**config.mk**
```make
export PLATFORM = sky130hd
export DESIGN_NAME = csr_regfile
export DESIGN_NICKNAME = d
export VERILOG_FILES = /design/src/rtl/csr_pkg.sv /design/src/rtl/csr_timer.sv /design/src/rtl/csr_regfile.sv
export SDC_FILE = /design/constraint.sdc
export NUM_CORES = 1
export LEC_CHECK = 0
export ABC_AREA = 0
export CAP_MARGIN = 25
export CORE_AREA = 2 2 189 191
export DETAILED_ROUTE_END_ITERATION = 6
export DIE_AREA = 0 0 191 193
export PLACE_DENSITY = 0.69
export SYNTH_ARGS = -nofsm -noshare
export SYNTH_HDL_FRONTEND = slang
export SYNTH_SLANG_ARGS = --single-unit
```
**constraint.sdc**
```tcl
create_clock -name clk -period 13.75 [get_ports clk]
set_input_delay 4.125 -clock clk [delete_from_list [all_inputs] [get_ports clk]]
set_output_delay 4.125 -clock clk [all_outputs]
set_load 0.02 [all_outputs]
```
**src/rtl/csr_pkg.sv**
```systemverilog
// Shared CSR address map, exception codes and field positions for the CSR register file.
package csr_pkg;

    localparam logic [13:0] CSR_CRMD   = 14'h000;
    localparam logic [13:0] CSR_PRMD   = 14'h001;
    localparam logic [13:0] CSR_ECFG   = 14'h004;
    localparam logic [13:0] CSR_ESTAT  = 14'h005;
    localparam logic [13:0] CSR_ERA    = 14'h006;
    localparam logic [13:0] CSR_BADV   = 14'h007;
    localparam logic [13:0] CSR_EENTRY = 14'h00C;
    localparam logic [13:0] CSR_SAVE0  = 14'h030;
    localparam logic [13:0] CSR_SAVE1  = 14'h031;
    localparam logic [13:0] CSR_SAVE2  = 14'h032;
    localparam logic [13:0] CSR_SAVE3  = 14'h033;
    localparam logic [13:0] CSR_TID    = 14'h040;
    localparam logic [13:0] CSR_TCFG   = 14'h041;
    localparam logic [13:0] CSR_TVAL   = 14'h042;
    localparam logic [13:0] CSR_TICLR  = 14'h044;

    typedef enum logic [5:0] {
        ECODE_INT  = 6'h00,
        ECODE_ADEF = 6'h08,
        ECODE_ALE  = 6'h09,
        ECODE_SYS  = 6'h0B,
        ECODE_BRK  = 6'h0C,
        ECODE_INE  = 6'h0D
    } ecode_e;

    // Field positions inside TCFG.
    localparam int TCFG_EN       = 0;
    localparam int TCFG_PERIODIC = 1;

    // LIE bit 10 never exists; bit 11 only exists with the timer.
    localparam logic [12:0] LIE_WMASK_TIMER = 13'h1BFF;
    localparam logic [12:0] LIE_WMASK_BASE  = 13'h13FF;
    localparam logic [31:0] EENTRY_WMASK    = 32'hFFFF_FFC0;

    function automatic logic [31:0] masked_merge(input logic [31:0] old_val,
                                                 input logic [31:0] wvalue,
                                                 input logic [31:0] wmask);
        return (old_val & ~wmask) | (wvalue & wmask);
    endfunction

endpackage

```
**src/rtl/csr_timer.sv**
```systemverilog
// TCFG/TVAL countdown timer producing the timer interrupt status bit ESTAT.IS[11].
module csr_timer
    import csr_pkg::*;
(
    input  logic        clk,
    input  logic        reset,
    input  logic        i_tcfg_we,
    input  logic [31:0] i_tcfg_wdata,
    input  logic        i_ticlr,
    output logic [31:0] o_tcfg,
    output logic [31:0] o_tval,
    output logic        o_ti
);

    logic [31:0] r_tcfg;
    logic [31:0] r_tval;
    logic        r_ti;
    logic        w_en;
    logic        w_expire;

    assign w_en     = r_tcfg[TCFG_EN];
    // A TCFG write in the expiry cycle restarts the count and suppresses the interrupt.
    assign w_expire = w_en && (r_tval == 32'd1) && !i_tcfg_we;

    always_ff @(posedge clk or posedge reset) begin
        if (reset) begin
            r_tcfg <= '0;
            r_tval <= '0;
            r_ti   <= 1'b0;
        end else begin
            // NOTE: state registers use non-blocking assignments so every read sees the pre-edge value.
            if (i_tcfg_we) begin
                r_tcfg <= i_tcfg_wdata;
                r_tval <= {i_tcfg_wdata[31:2], 2'b00};
            end else if (w_en && (r_tval != 32'd0)) begin
                if (r_tval == 32'd1)
                    r_tval <= r_tcfg[TCFG_PERIODIC] ? {r_tcfg[31:2], 2'b00} : 32'd0;
                else
                    r_tval <= r_tval - 32'd1;
            end

            if (i_ticlr)
                r_ti <= 1'b0;
            else if (w_expire)
                r_ti <= 1'b1;
        end
    end

    assign o_tcfg = r_tcfg;
    assign o_tval = r_tval;
    assign o_ti   = r_ti;

endmodule

```
**src/rtl/csr_regfile.sv**
```systemverilog
// CSR register file for the writeback stage: masked CSR writes, exception/ertn commit, interrupts.
// Define CSR_TIMER_EN to build TID/TCFG/TVAL/TICLR and the timer interrupt.
module csr_regfile
    import csr_pkg::*;
#(
    parameter logic [31:0] TID_INIT = 32'h0,
    parameter int          HWI_W    = 8
)
(
    input  logic             clk,
    input  logic             reset,
    input  logic             csr_re,
    input  logic [13:0]      csr_num,
    output logic [31:0]      csr_rvalue,
    input  logic             csr_we,
    input  logic [31:0]      csr_wmask,
    input  logic [31:0]      csr_wvalue,
    input  logic             wb_ex,
    input  logic [5:0]       wb_ecode,
    input  logic [8:0]       wb_esubcode,
    input  logic [31:0]      wb_pc,
    input  logic [31:0]      wb_vaddr,
    input  logic             ertn_flush,
    input  logic [HWI_W-1:0] hw_int_in,
    input  logic             ipi_int_in,
    output logic [31:0]      ex_entry,
    output logic [31:0]      ertn_entry,
    output logic             has_int
);

    logic [1:0]  r_crmd_plv;
    logic        r_crmd_ie;
    logic [1:0]  r_prmd_pplv;
    logic        r_prmd_pie;
    logic [12:0] r_ecfg_lie;
    logic [1:0]  r_is_sw;
    logic [7:0]  r_is_hw;
    logic        r_is_ipi;
    logic [5:0]  r_ecode;
    logic [8:0]  r_esubcode;
    logic [31:0] r_era;
    logic [31:0] r_badv;
    logic [31:0] r_eentry;
    logic [31:0] r_save [4];

    logic [31:0] w_rdata;
    logic [31:0] w_merged;
    logic [12:0] w_is;
    logic [12:0] w_lie_wmask;
    logic        w_ti;
    logic [7:0]  w_hwi;

    assign w_hwi = 8'(hw_int_in);
    assign w_is  = {r_is_ipi, w_ti, 1'b0, r_is_hw, r_is_sw};

`ifdef CSR_TIMER_EN
    logic [31:0] r_tid;
    logic [31:0] w_tcfg;
    logic [31:0] w_tval;

    assign w_lie_wmask = LIE_WMASK_TIMER;

    csr_timer u_timer (
        .clk          (clk),
        .reset        (reset),
        .i_tcfg_we    (csr_we && (csr_num == CSR_TCFG)),
        .i_tcfg_wdata (w_merged),
        .i_ticlr      (csr_we && (csr_num == CSR_TICLR) && csr_wvalue[0] && csr_wmask[0]),
        .o_tcfg       (w_tcfg),
        .o_tval       (w_tval),
        .o_ti         (w_ti)
    );

    always_ff @(posedge clk or posedge reset) begin
        if (reset)
            r_tid <= TID_INIT;
        else if (csr_we && (csr_num == CSR_TID))
            r_tid <= w_merged;
    end
`else
    logic [31:0] w_unused_tid_init;

    assign w_unused_tid_init = TID_INIT;
    assign w_lie_wmask       = LIE_WMASK_BASE;
    assign w_ti              = 1'b0;
`endif

    always_comb begin
        // NOTE: default assignment first so every path drives w_rdata and no latch is inferred.
        w_rdata = '0;
        case (csr_num)
            CSR_CRMD:   w_rdata = {28'h0, 1'b1, r_crmd_ie, r_crmd_plv};
            CSR_PRMD:   w_rdata = {29'h0, r_prmd_pie, r_prmd_pplv};
            CSR_ECFG:   w_rdata = {19'h0, r_ecfg_lie};
            CSR_ESTAT:  w_rdata = {1'b0, r_esubcode, r_ecode, 3'b000, w_is};
            CSR_ERA:    w_rdata = r_era;
            CSR_BADV:   w_rdata = r_badv;
            CSR_EENTRY: w_rdata = r_eentry;
            CSR_SAVE0, CSR_SAVE1, CSR_SAVE2, CSR_SAVE3:
                        w_rdata = r_save[csr_num[1:0]];
`ifdef CSR_TIMER_EN
            CSR_TID:    w_rdata = r_tid;
            CSR_TCFG:   w_rdata = w_tcfg;
            CSR_TVAL:   w_rdata = w_tval;
`endif
            default:    w_rdata = '0;
        endcase
    end

    // Merging against the addressed CSR's current read value; each register keeps only its writable bits.
    assign w_merged   = masked_merge(w_rdata, csr_wvalue, csr_wmask);
    assign csr_rvalue = csr_re ? w_rdata : 32'h0;

    always_ff @(posedge clk or posedge reset) begin
        if (reset) begin
            r_crmd_plv  <= 2'd0;
            r_crmd_ie   <= 1'b0;
            r_prmd_pplv <= 2'd0;
            r_prmd_pie  <= 1'b0;
        end else begin
            if (wb_ex) begin
                r_crmd_plv <= 2'd0;
                r_crmd_ie  <= 1'b0;
            end else if (ertn_flush) begin
                r_crmd_plv <= r_prmd_pplv;
                r_crmd_ie  <= r_prmd_pie;
            end else if (csr_we && (csr_num == CSR_CRMD)) begin
                r_crmd_plv <= w_merged[1:0];
                r_crmd_ie  <= w_merged[2];
            end

            if (wb_ex) begin
                r_prmd_pplv <= r_crmd_plv;
                r_prmd_pie  <= r_crmd_ie;
            end else if (csr_we && (csr_num == CSR_PRMD)) begin
                r_prmd_pplv <= w_merged[1:0];
                r_prmd_pie  <= w_merged[2];
            end
        end
    end

    always_ff @(posedge clk or posedge reset) begin
        if (reset) begin
            r_ecfg_lie <= '0;
            r_is_sw    <= '0;
            r_is_hw    <= '0;
            r_is_ipi   <= 1'b0;
            r_ecode    <= '0;
            r_esubcode <= '0;
        end else begin
            r_is_hw  <= w_hwi;
            r_is_ipi <= ipi_int_in;
            if (csr_we && (csr_num == CSR_ECFG))
                r_ecfg_lie <= w_merged[12:0] & w_lie_wmask;
            if (csr_we && (csr_num == CSR_ESTAT))
                r_is_sw <= w_merged[1:0];
            if (wb_ex) begin
                r_ecode    <= wb_ecode;
                r_esubcode <= wb_esubcode;
            end
        end
    end

    always_ff @(posedge clk or posedge reset) begin
        if (reset) begin
            r_era    <= '0;
            r_badv   <= '0;
            r_eentry <= '0;
            // NOTE: SAVE0-3 are ordinary flops, not a RAM, so they are cleared with the rest of the state.
            for (int i = 0; i < 4; i++)
                r_save[i] <= '0;
        end else begin
            if (wb_ex)
                r_era <= wb_pc;
            else if (csr_we && (csr_num == CSR_ERA))
                r_era <= w_merged;

            if (wb_ex && (wb_ecode == ECODE_ADEF))
                r_badv <= wb_pc;
            else if (wb_ex && (wb_ecode == ECODE_ALE))
                r_badv <= wb_vaddr;
            else if (csr_we && (csr_num == CSR_BADV))
                r_badv <= w_merged;

            if (csr_we && (csr_num == CSR_EENTRY))
                r_eentry <= w_merged & EENTRY_WMASK;
            if (csr_we && (csr_num[13:2] == CSR_SAVE0[13:2]))
                r_save[csr_num[1:0]] <= w_merged;
        end
    end

    assign ex_entry   = r_eentry;
    assign ertn_entry = r_era;
    assign has_int    = (|(w_is & r_ecfg_lie)) & r_crmd_ie;

endmodule

```
==> impl_metrics.py, run 1 <==
metrics = {
    "cts": {
        "cts_max_path_buffers": 3,
        "cts_num_sinks": 261,
        "cts_resized": 0,
        "worstSkewPairLatency_ns": 0.55,
        "postCtsSetupBuffers": 0,
        "cts-buffers-inserted": 27,
        "ctsHoldBuffers": 0,
        "clkTransAtPathRegs_ns": 0.06,
        "htreeDepth": 1,
        "root_buffer": "clkbuf_16",
        "cts_tree": "built",
    },
    "critical_path": {
        "criticalPathCategory": "primary input to primary output",
        "cp_common_cell": "clkdlybuf4s50_1",
        "worstPathRequired_ns": 9.62,
        "critical_path_depth": 7,
        "cp-start-kind": "primary input",
        "path_cells": "clkdlybuf4s50_1 > nor4bb_2 > buf_4 > and4_1 > nand2_1 > a31oi_1 > clkdlybuf4s50_1",
        "critPathTopFamily": "buffers and inverters",
        "path_max_fanout": 23,
        "cp-end-kind": "primary output",
        "slowest_delay_ns": 0.86,
        "crit_slowest_cell": "and4_1",
        "reg2reg_depth": 6,
        "path_buf_inv": 3,
        "critPathArrivalTime_ns": 7.81,
    },
    "pwr": {
        "p_leak_nw": 7.42,
        "p_comb_share_pct": 14.3,
        "powerDensity_nw_per_um2": 106,
        "power_frac_clock_pct": 41.1,
        "p_seq_share_pct": 44.6,
        "irDropWorstVdd_mv": 0.0780,
        "p_switching_mw": 0.491,
        "p_int_mw": 1.38,
        "swShare_pct": 26.2,
    },
    "grt": {
        "grt_pass1_wl_um": 70600,
        "grt_pass1_vias": 11500,
        "grt_max_degree": 120,
        "grt_use_total_pct": 25.4,
        "antenna_found_initial": 0,
        "grt_overflow_total": 0,
    },
    "synth": {
        "synth-seq-cells": 261,
        "yosysUniqueCellTypes": 70,
        "yosysMostFrequentCell": "dfrtp_1",
        "async_flop_share_pct": 100,
        "syn_area_per_cell_um2": 10.7,
        "yosysTopAreaCellShare_pct": 47.6,
        "ys_warn_count": 0,
        "synth_area_um2": 13700,
        "synth_common_cells": "dfrtp_1 (261), nand2_1 (192), o21ai_0 (118), mux2_2 (101), a21oi_1 (64)",
        "yosys.area.top_type": "dfrtp_1",
        "synthTopCellsByArea": "dfrtp_1 (48%), mux2_2 (8.3%), mux4_2 (5.3%)",
        "yosys_most_used_dff": "dfrtp_1",
        "seq_area_frac_synth_pct": 47.6,
        "syn_inst": 1284,
        "synth_edf_count": 0,
    },
    "floorplan": {
        "row_count": 69,
        "chipHeight_um": 193,
        "io_pins": 269,
        "start_util_pct": 39.3,
        "chipWidth_um": 191,
        "core_area_um2": 35000,
        "design.die.area_um2": 36900,
    },
    "job": {
        "max_cap_viol_count": 0,
    },
    "drt": {
        "dr.pass1.iters": 6,
        "drc": 0,
        "wire_per_inst_um": 23.8,
        "drtIter0Drc": 1058,
        "ant_nets": 0,
        "wl_um": 47200,
        "vias_per_cell": 5.78,
        "vias": 11500,
    },
    "sta": {
        "finClkSkew_ns": 0.0130,
        "fmax_mhz": 83.8,
        "period_minus_slack_ns": 11.94,
        "setup_violations": 0,
        "hold_slack_ns": 0.478,
        "final_hold_viol_count": 0,
        "tightest_slew_ns": 0.950,
        "final.setup.tns_ns": 0,
        "slew_violations": 0,
        "final.period_utilization_pct": 86.8,
        "relSlewSlack_pct": 34.9,
        "grt_setup_unrepaired": "false",
    },
    "placed_design": {
        "dp_cells": 1929,
        "dpl_cell_area_um2": 16600,
        "hpwl_um": 33700,
        "port_buffers": 262,
        "routabilityCongestion": 0.940,
    },
    "layout": {
        "utilization_pct": 50.4,
        "fin_nets": 1672,
        "final_cells": 1982,
        "final_area_um2": 17600,
        "final_layout_size_suffix_gt1_share_pct": 16.7,
        "antenna_cells": 0,
        "area_delta_synth_final_pct": 28.5,
    },
    "worst_hold_path": {
        "worstHoldPathCells": 2,
        "hp-class": "flop to flop",
    },
    "status": {
        "status": "completed",
    },
}
-- area by class of cell --
class,instances,area [µm²]
clock inverters,19,215
inverters,26,105
well taps,461,577
fillers,3113,17300
repair buffers,287,2860
multi-input cells,897,6640
clock buffers,31,711
flip-flops and latches,261,6530
-- stage by stage --
stage	worst slack [ns]	total power, mW
after CTS	1.87	1.88
after floorplan	2.44	0.983
final	1.81	1.88
after global placement	1.97	1.11
after global routing	1.64	1.94
after detailed placement	1.92	1.12
-- state kept, by name, indices dropped and copies added (netlist names), 2 cells and up --
name	cells
ertn_entry	32
ex_entry	26
r_badv	32
r_crmd_plv	2
r_ecfg_lie	11
r_ecode	6
r_esubcode	9
r_is_hw	8
r_is_sw	2
r_prmd_pplv	2
r_save	128
-- worst reg2reg max path, cell delays in order (launching register included) --
cell	delay, ns
dfrtp_1	0.38
mux4_2	0.50
a32oi_1	0.16
nor2_1	0.10
o31ai_2	0.79
o21ai_0	0.21
mux2_2	0.29
-- power groups by stage --
stage	registers, mW	clock network, mW	logic, mW
after floorplan	0.848	0	0.135
after global placement	0.849	0	0.263
after detailed placement	0.850	0	0.266
after CTS	0.836	0.781	0.268
after global routing	0.840	0.811	0.288
final	0.837	0.770	0.268
-- cells by family after synthesis --
group	share of synthesized area, %
flops	47.6
other cells	0.0273
simple gates	13.8
buf+inv	4.49
compound gates	16.2
mux	17.9
-- final timing paths --
path / to / from / slack, ns
setup / recovery: csr_rvalue[28] / csr_num[3] / 1.81
hold / removal: r_save[37] / r_save[37] / 0.48
setup reg to reg: ertn_entry[7] / r_save[7] / 11.21
hold reg to reg: r_save[37] / r_save[37] / 0.48
max in group asynchronous: r_save[72] / reset / 7.53
min in group asynchronous: r_save[53] / reset / 4.12
-- metal layers --
layer  wire length (µm)  vias up  track usage [%]  share of wire (%)
met5                  0        -                0                  0
met4               2370        0             11.7                5.0
met3               4010      104             4.18                8.5
met2              21600      583             41.0                 46
met1              19200     5646             33.5                 41
li1                   -     5119                -                  -
-- cell usage in the layout, fill, tap and decap left out, types with 25 or more instances in the layout --
cell type	n
mux2i_1	46
nor2_1	50
clkbuf_16	27
o21ai_0	118
mux2_2	101
dfrtp_1	261
nand2_1	192
inv_1	25
mux4_2	32
clkdlybuf4s50_1	258
a21oi_1	64
Note: power is estimated with default switching activity, not from simulation.
==> run 2, diff against run 1 <==
--- a/config.mk
+++ b/config.mk
@@ -7,10 +7,10 @@
 export LEC_CHECK = 0
 export ABC_AREA = 0
 export CAP_MARGIN = 25
-export CORE_AREA = 2 2 189 191
+export CORE_AREA = 2 2 159 161
 export DETAILED_ROUTE_END_ITERATION = 6
-export DIE_AREA = 0 0 191 193
-export PLACE_DENSITY = 0.69
+export DIE_AREA = 0 0 161 163
+export PLACE_DENSITY = 0.91
 export SYNTH_ARGS = -nofsm -noshare
 export SYNTH_HDL_FRONTEND = slang
 export SYNTH_SLANG_ARGS = --single-unit
==> constraint.sdc (replaced) <==
create_clock -name clk -period 14.5 [get_ports clk]
set_input_delay 4.35 -clock clk [delete_from_list [all_inputs] [get_ports clk]]
set_output_delay 4.35 -clock clk [all_outputs]
set_load 0.02 [all_outputs]
==> impl_metrics.py, run 2 (synthesis results as in run 1) <==
metrics = {
    "grt": {
        "grt_overflow_total": 0,
        "grt_pass1_wl_um": 71100,
        "antenna_found_initial": 0,
        "grt_max_degree": 112,
        "grt_pass1_vias": 12200,
        "grt_use_total_pct": 35.2,
    },
    "placed_design": {
        "dpl_cell_area_um2": 16500,
        "routabilityCongestion": 1.00,
        "hpwl_um": 31400,
        "port_buffers": 262,
    },
    "sta": {
        "slew_violations": 0,
        "relSlewSlack_pct": 31.6,
        "grt_setup_unrepaired": "false",
        "setup_violations": 0,
        "period_minus_slack_ns": 12.51,
        "final.period_utilization_pct": 86.3,
        "final_hold_viol_count": 0,
        "fmax_mhz": 79.9,
        "finClkSkew_ns": 0.0136,
        "final.setup.tns_ns": 0,
        "tightest_slew_ns": 1.03,
    },
    "cts": {
        "ctsHoldBuffers": 0,
        "cts_num_sinks": 261,
        "postCtsSetupBuffers": 0,
        "cts_tree": "built",
        "cts-buffers-inserted": 26,
        "worstSkewPairLatency_ns": 0.54,
        "clkTransAtPathRegs_ns": 0.06,
        "cts_resized": 0,
        "root_buffer": "clkbuf_16",
        "cts_max_path_buffers": 3,
        "htreeDepth": 1,
    },
    "critical_path": {
        "cp-end-kind": "primary output",
        "r2r_end": "ertn_entry[11]",
        "r2r_setup_slack_ns": 12.00,
        "crit_slowest_cell": "clkdlybuf4s50_1",
        "cp-start-kind": "primary input",
        "path_cells": "clkdlybuf4s50_1 > nor4bb_4 > buf_4 > and4_1 > a222oi_1 > nor2_1 > clkdlybuf4s50_1",
        "reg2reg_depth": 6,
        "path_max_fanout": 23,
        "r2r-start": "r_save[43]",
        "worstPathRequired_ns": 10.15,
        "criticalPathCategory": "primary input to primary output",
        "cp_common_cell": "clkdlybuf4s50_1",
        "critPathArrivalTime_ns": 8.16,
        "slowest_delay_ns": 0.93,
    },
    "layout": {
        "final_layout_size_suffix_gt1_share_pct": 16.2,
        "largest_register": "r_save",
        "final_common_cell": "dfrtp_1",
        "area_delta_synth_final_pct": 26.9,
        "largest_register_ffs": 128,
        "fin_nets": 1667,
        "antenna_cells": 0,
        "utilization_pct": 70.6,
        "layout_common_cells": "dfrtp_1 (261), clkdlybuf4s50_1 (258), nand2_1 (192)",
        "final_area_um2": 17400,
    },
    "drt": {
        "ant_nets": 0,
        "vias_per_cell": 6.52,
        "drc": 0,
        "vias": 12000,
        "wl_um": 46100,
        "dr.pass1.iters": 6,
        "drtIter0Drc": 1207,
        "wire_per_inst_um": 25.0,
    },
    "worst_hold_path": {
        "worstHoldPathCells": 2,
        "hp-start": "r_save[47]",
        "hold_path_end": "r_save[47]",
        "hp-class": "flop to flop",
    },
    "floorplan": {
        "chipHeight_um": 163,
        "start_util_pct": 55.6,
        "row_count": 58,
        "io_pins": 269,
        "design.die.area_um2": 26200,
        "chipWidth_um": 161,
        "core_area_um2": 24700,
    },
    "pwr": {
        "irDropWorstVdd_mv": 0.0941,
        "powerDensity_nw_per_um2": 99.7,
        "p_leak_nw": 7.41,
    },
    "job": {
        "max_cap_viol_count": 0,
    },
    "status": {
        "status": "completed",
    },
}
-- run 2: cell type report --
cell class | count | area [µm²]
Clock buffer | 40 | 815
Clock inverter | 8 | 67.6
Fill cell | 1713 | 7260
Inverter | 26 | 105
Multi-Input combinational cell | 897 | 6640
Sequential cell | 261 | 6530
Tap cell | 330 | 413
Timing Repair Buffer | 283 | 2840
-- run 2: worst max-delay path, delay by kind of cell --
family | cells | cell delay (ns)
buffers and inverters | 3 | 1.87
and+or+nand+nor | 3 | 1.60
AOI/OAI and AO/OA | 1 | 0.32
-- run 2: report_power, final --
part | internal (mW) | switching, mW
Combinational | 0.123 | 0.133
Sequential | 0.765 | 0.0298
Clock | 0.403 | 0.283
Total | 1.29 | 0.446
-- run 2: per-layer routing --
layer / global-route usage, % / up-vias / wire [µm]
li1: - / 5123 / -
met1: 44.5 / 5844 / 16900
met2: 56.8 / 880 / 21300
met3: 7.36 / 182 / 4710
met4: 20.2 / 0 / 3140
met5: 0 / - / 0
-- run 2: worst max-delay path by stage --
stage,from,to,slack (ns),depth (start not counted)
floorplan,reset,ertn_entry[0],2.97,1
global placement,csr_num[3],csr_rvalue[20],2.25,7
detailed placement,csr_num[3],csr_rvalue[29],2.16,6
CTS,csr_num[3],csr_rvalue[29],2.14,6
global route,csr_num[3],csr_rvalue[29],1.90,7
finish,csr_num[3],csr_rvalue[29],1.99,7
-- run 2: through the flow --
step	cells	power, mW	hold WS [ns]	setup WS (ns)
detailed placement	1793	1.05	0.467	2.16
CTS	1841	1.73	0.480	2.14
floorplan	1289	0.932	0.445	2.97
global route	1845	1.79	0.511	1.90
finish	1845	1.74	0.476	1.99
global placement	1790	1.04	0.457	2.25
==> run 3, diff against run 2 <==
--- a/config.mk
+++ b/config.mk
@@ -7,10 +7,11 @@
 export LEC_CHECK = 0
 export ABC_AREA = 0
 export CAP_MARGIN = 25
-export CORE_AREA = 2 2 159 161
+export CORE_AREA = 2 2 194 196
 export DETAILED_ROUTE_END_ITERATION = 6
-export DIE_AREA = 0 0 161 163
-export PLACE_DENSITY = 0.91
+export DIE_AREA = 0 0 196 198
+export PLACE_DENSITY = 0.66
+export SLEW_MARGIN = 10
 export SYNTH_ARGS = -nofsm -noshare
 export SYNTH_HDL_FRONTEND = slang
 export SYNTH_SLANG_ARGS = --single-unit
==> constraint.sdc (replaced) <==
create_clock -name clk -period 15.35 [get_ports clk]
set_input_delay 4.605 -clock clk [delete_from_list [all_inputs] [get_ports clk]]
set_output_delay 4.605 -clock clk [all_outputs]
set_load 0.02 [all_outputs]
==> impl_metrics.py, run 3 (synthesis results as in run 1) <==
metrics = {
    "layout": {
        "final_common_cell": "dfrtp_1",
        "area_delta_synth_final_pct": 28.8,
        "final_layout_size_suffix_gt1_share_pct": 16.2,
        "largest_register_ffs": 128,
        "final_cells": 1997,
        "largest_register": "r_save",
        "layout_common_cells": "dfrtp_1 (261), clkdlybuf4s50_1 (258), nand2_1 (192)",
        "fin_nets": 1673,
        "antenna_cells": 0,
    },
    "cts": {
        "cts_num_sinks": 261,
        "clkTransAtPathRegs_ns": 0.06,
        "cts_resized": 0,
        "worstSkewPairLatency_ns": 0.56,
        "postCtsSetupBuffers": 0,
        "cts-buffers-inserted": 30,
        "htreeDepth": 1,
        "root_buffer": "clkbuf_16",
        "cts_tree": "built",
        "ctsHoldBuffers": 0,
        "cts_max_path_buffers": 3,
    },
    "job": {
        "max_cap_viol_count": 0,
    },
    "status": {
        "status": "completed",
    },
    "placed_design": {
        "dp_cells": 1942,
        "hpwl_um": 34400,
        "routabilityCongestion": 0.927,
        "port_buffers": 262,
        "pre_cts_ws_ns": 2.58,
    },
    "critical_path": {
        "r2r_end": "ertn_entry[11]",
        "critPathArrivalTime_ns": 8.29,
        "crit_end": "csr_rvalue[28]",
        "r2r-start": "r_badv[11]",
        "cp-start-kind": "primary input",
        "criticalPathCategory": "primary input to primary output",
        "worstPathRequired_ns": 10.75,
        "cp-end-kind": "primary output",
        "cp-startpoint": "csr_num[2]",
        "reg2reg_depth": 6,
        "r2r_setup_slack_ns": 12.75,
        "path_max_fanout": 19,
    },
    "drt": {
        "maxUsedRoutingLayer": "met5",
        "drtIter0Drc": 917,
        "ant_nets": 0,
        "vias": 11400,
        "wl_um": 47800,
        "drc": 0,
        "wire_per_inst_um": 24.0,
        "wl_met3_um": 3560,
        "wl_met2_um": 22100,
        "dr.pass1.iters": 5,
        "wl_met1_um": 20100,
        "vias_per_cell": 5.71,
    },
    "floorplan": {
        "row_count": 71,
        "design.die.area_um2": 38800,
        "chipWidth_um": 196,
        "chipHeight_um": 198,
        "core_area_um2": 37000,
        "io_pins": 269,
        "start_util_pct": 37.1,
    },
    "pwr": {
        "p_leak_nw": 7.44,
        "p_int_mw": 1.30,
        "swShare_pct": 25.2,
        "p_switching_mw": 0.437,
        "irDropWorstVdd_mv": 0.0938,
        "powerDensity_nw_per_um2": 98.0,
        "total_power_mw": 1.73,
        "p_comb_share_pct": 13.9,
        "p_seq_share_pct": 43.3,
        "power_frac_clock_pct": 42.9,
    },
    "sta": {
        "final_hold_viol_count": 0,
        "fmax_mhz": 77.5,
        "final.setup.tns_ns": 0,
        "finClkSkew_ns": 0.0250,
        "final.period_utilization_pct": 84.0,
        "period_minus_slack_ns": 12.90,
        "tightest_slew_ns": 1.05,
        "final.setup.worst_slack_ns": 2.45,
        "slew_violations": 0,
        "grt_setup_unrepaired": "false",
        "relSlewSlack_pct": 29.3,
        "setup_violations": 0,
    },
    "worst_hold_path": {
        "worstHoldPathCells": 2,
        "hp-class": "flop to flop",
    },
    "grt": {
        "grt_pass1_wl_um": 71800,
        "antenna_found_initial": 2,
        "grt_max_degree": 124,
        "grt_pass1_vias": 11500,
        "grt_use_total_pct": 24.4,
        "grt_overflow_total": 0,
    },
}
==> run 3: power by group through the flow <==
stage	combinational, mW	sequential, mW	clock, mW
final	0.241	0.749	0.742
after CTS	0.242	0.749	0.753
after global placement	0.238	0.760	0
after detailed placement	0.240	0.761	0
after floorplan	0.121	0.759	0
after global routing	0.258	0.752	0.785
==> run 3: layout make-up <==
cell class / instances / area (µm²)
repair buffers: 285 / 2790
flip-flops and latches: 261 / 6530
inverters: 26 / 105
clock inverters: 11 / 191
fillers: 3399 / 19300
well taps: 474 / 593
multi-input cells: 897 / 6630
clock buffers: 43 / 830
==> run 3: how the worst min path moves through the flow <==
stage	from	end	slack [ns]
after global routing	r_save[64]	r_save[64]	0.50
after floorplan	r_save[32]	r_save[32]	0.44
after CTS	r_save[32]	r_save[32]	0.48
after detailed placement	r_save[32]	r_save[32]	0.47
after global placement	r_save[84]	r_save[84]	0.46
final	r_save[32]	r_save[32]	0.48
==> run 3: per-stage QoR <==
step	utilization (%)	area, µm²	hold slack, ns
after floorplan	-	13700	0.445
after global placement	45.0	16600	0.457
after detailed placement	45.0	16600	0.468
after CTS	47.8	17700	0.482
after global routing	47.8	17700	0.499
final	47.8	17700	0.477
==> run 3: layer usage <==
metal | vias up | track usage [%]
li1 | 5129 | -
met1 | 5677 | 32.7
met2 | 498 | 39.3
met3 | 93 | 4.41
met4 | 4 | 9.76
met5 | - | 0
==> run 3: worst max-delay path, stage by stage <==
cell,delay (ns)
clkdlybuf4s50_1,0.81
nor4bb_2,0.46
buf_4,0.32
and4_1,0.80
nand2_1,0.22
a31oi_1,0.39
clkdlybuf4s50_1,0.68
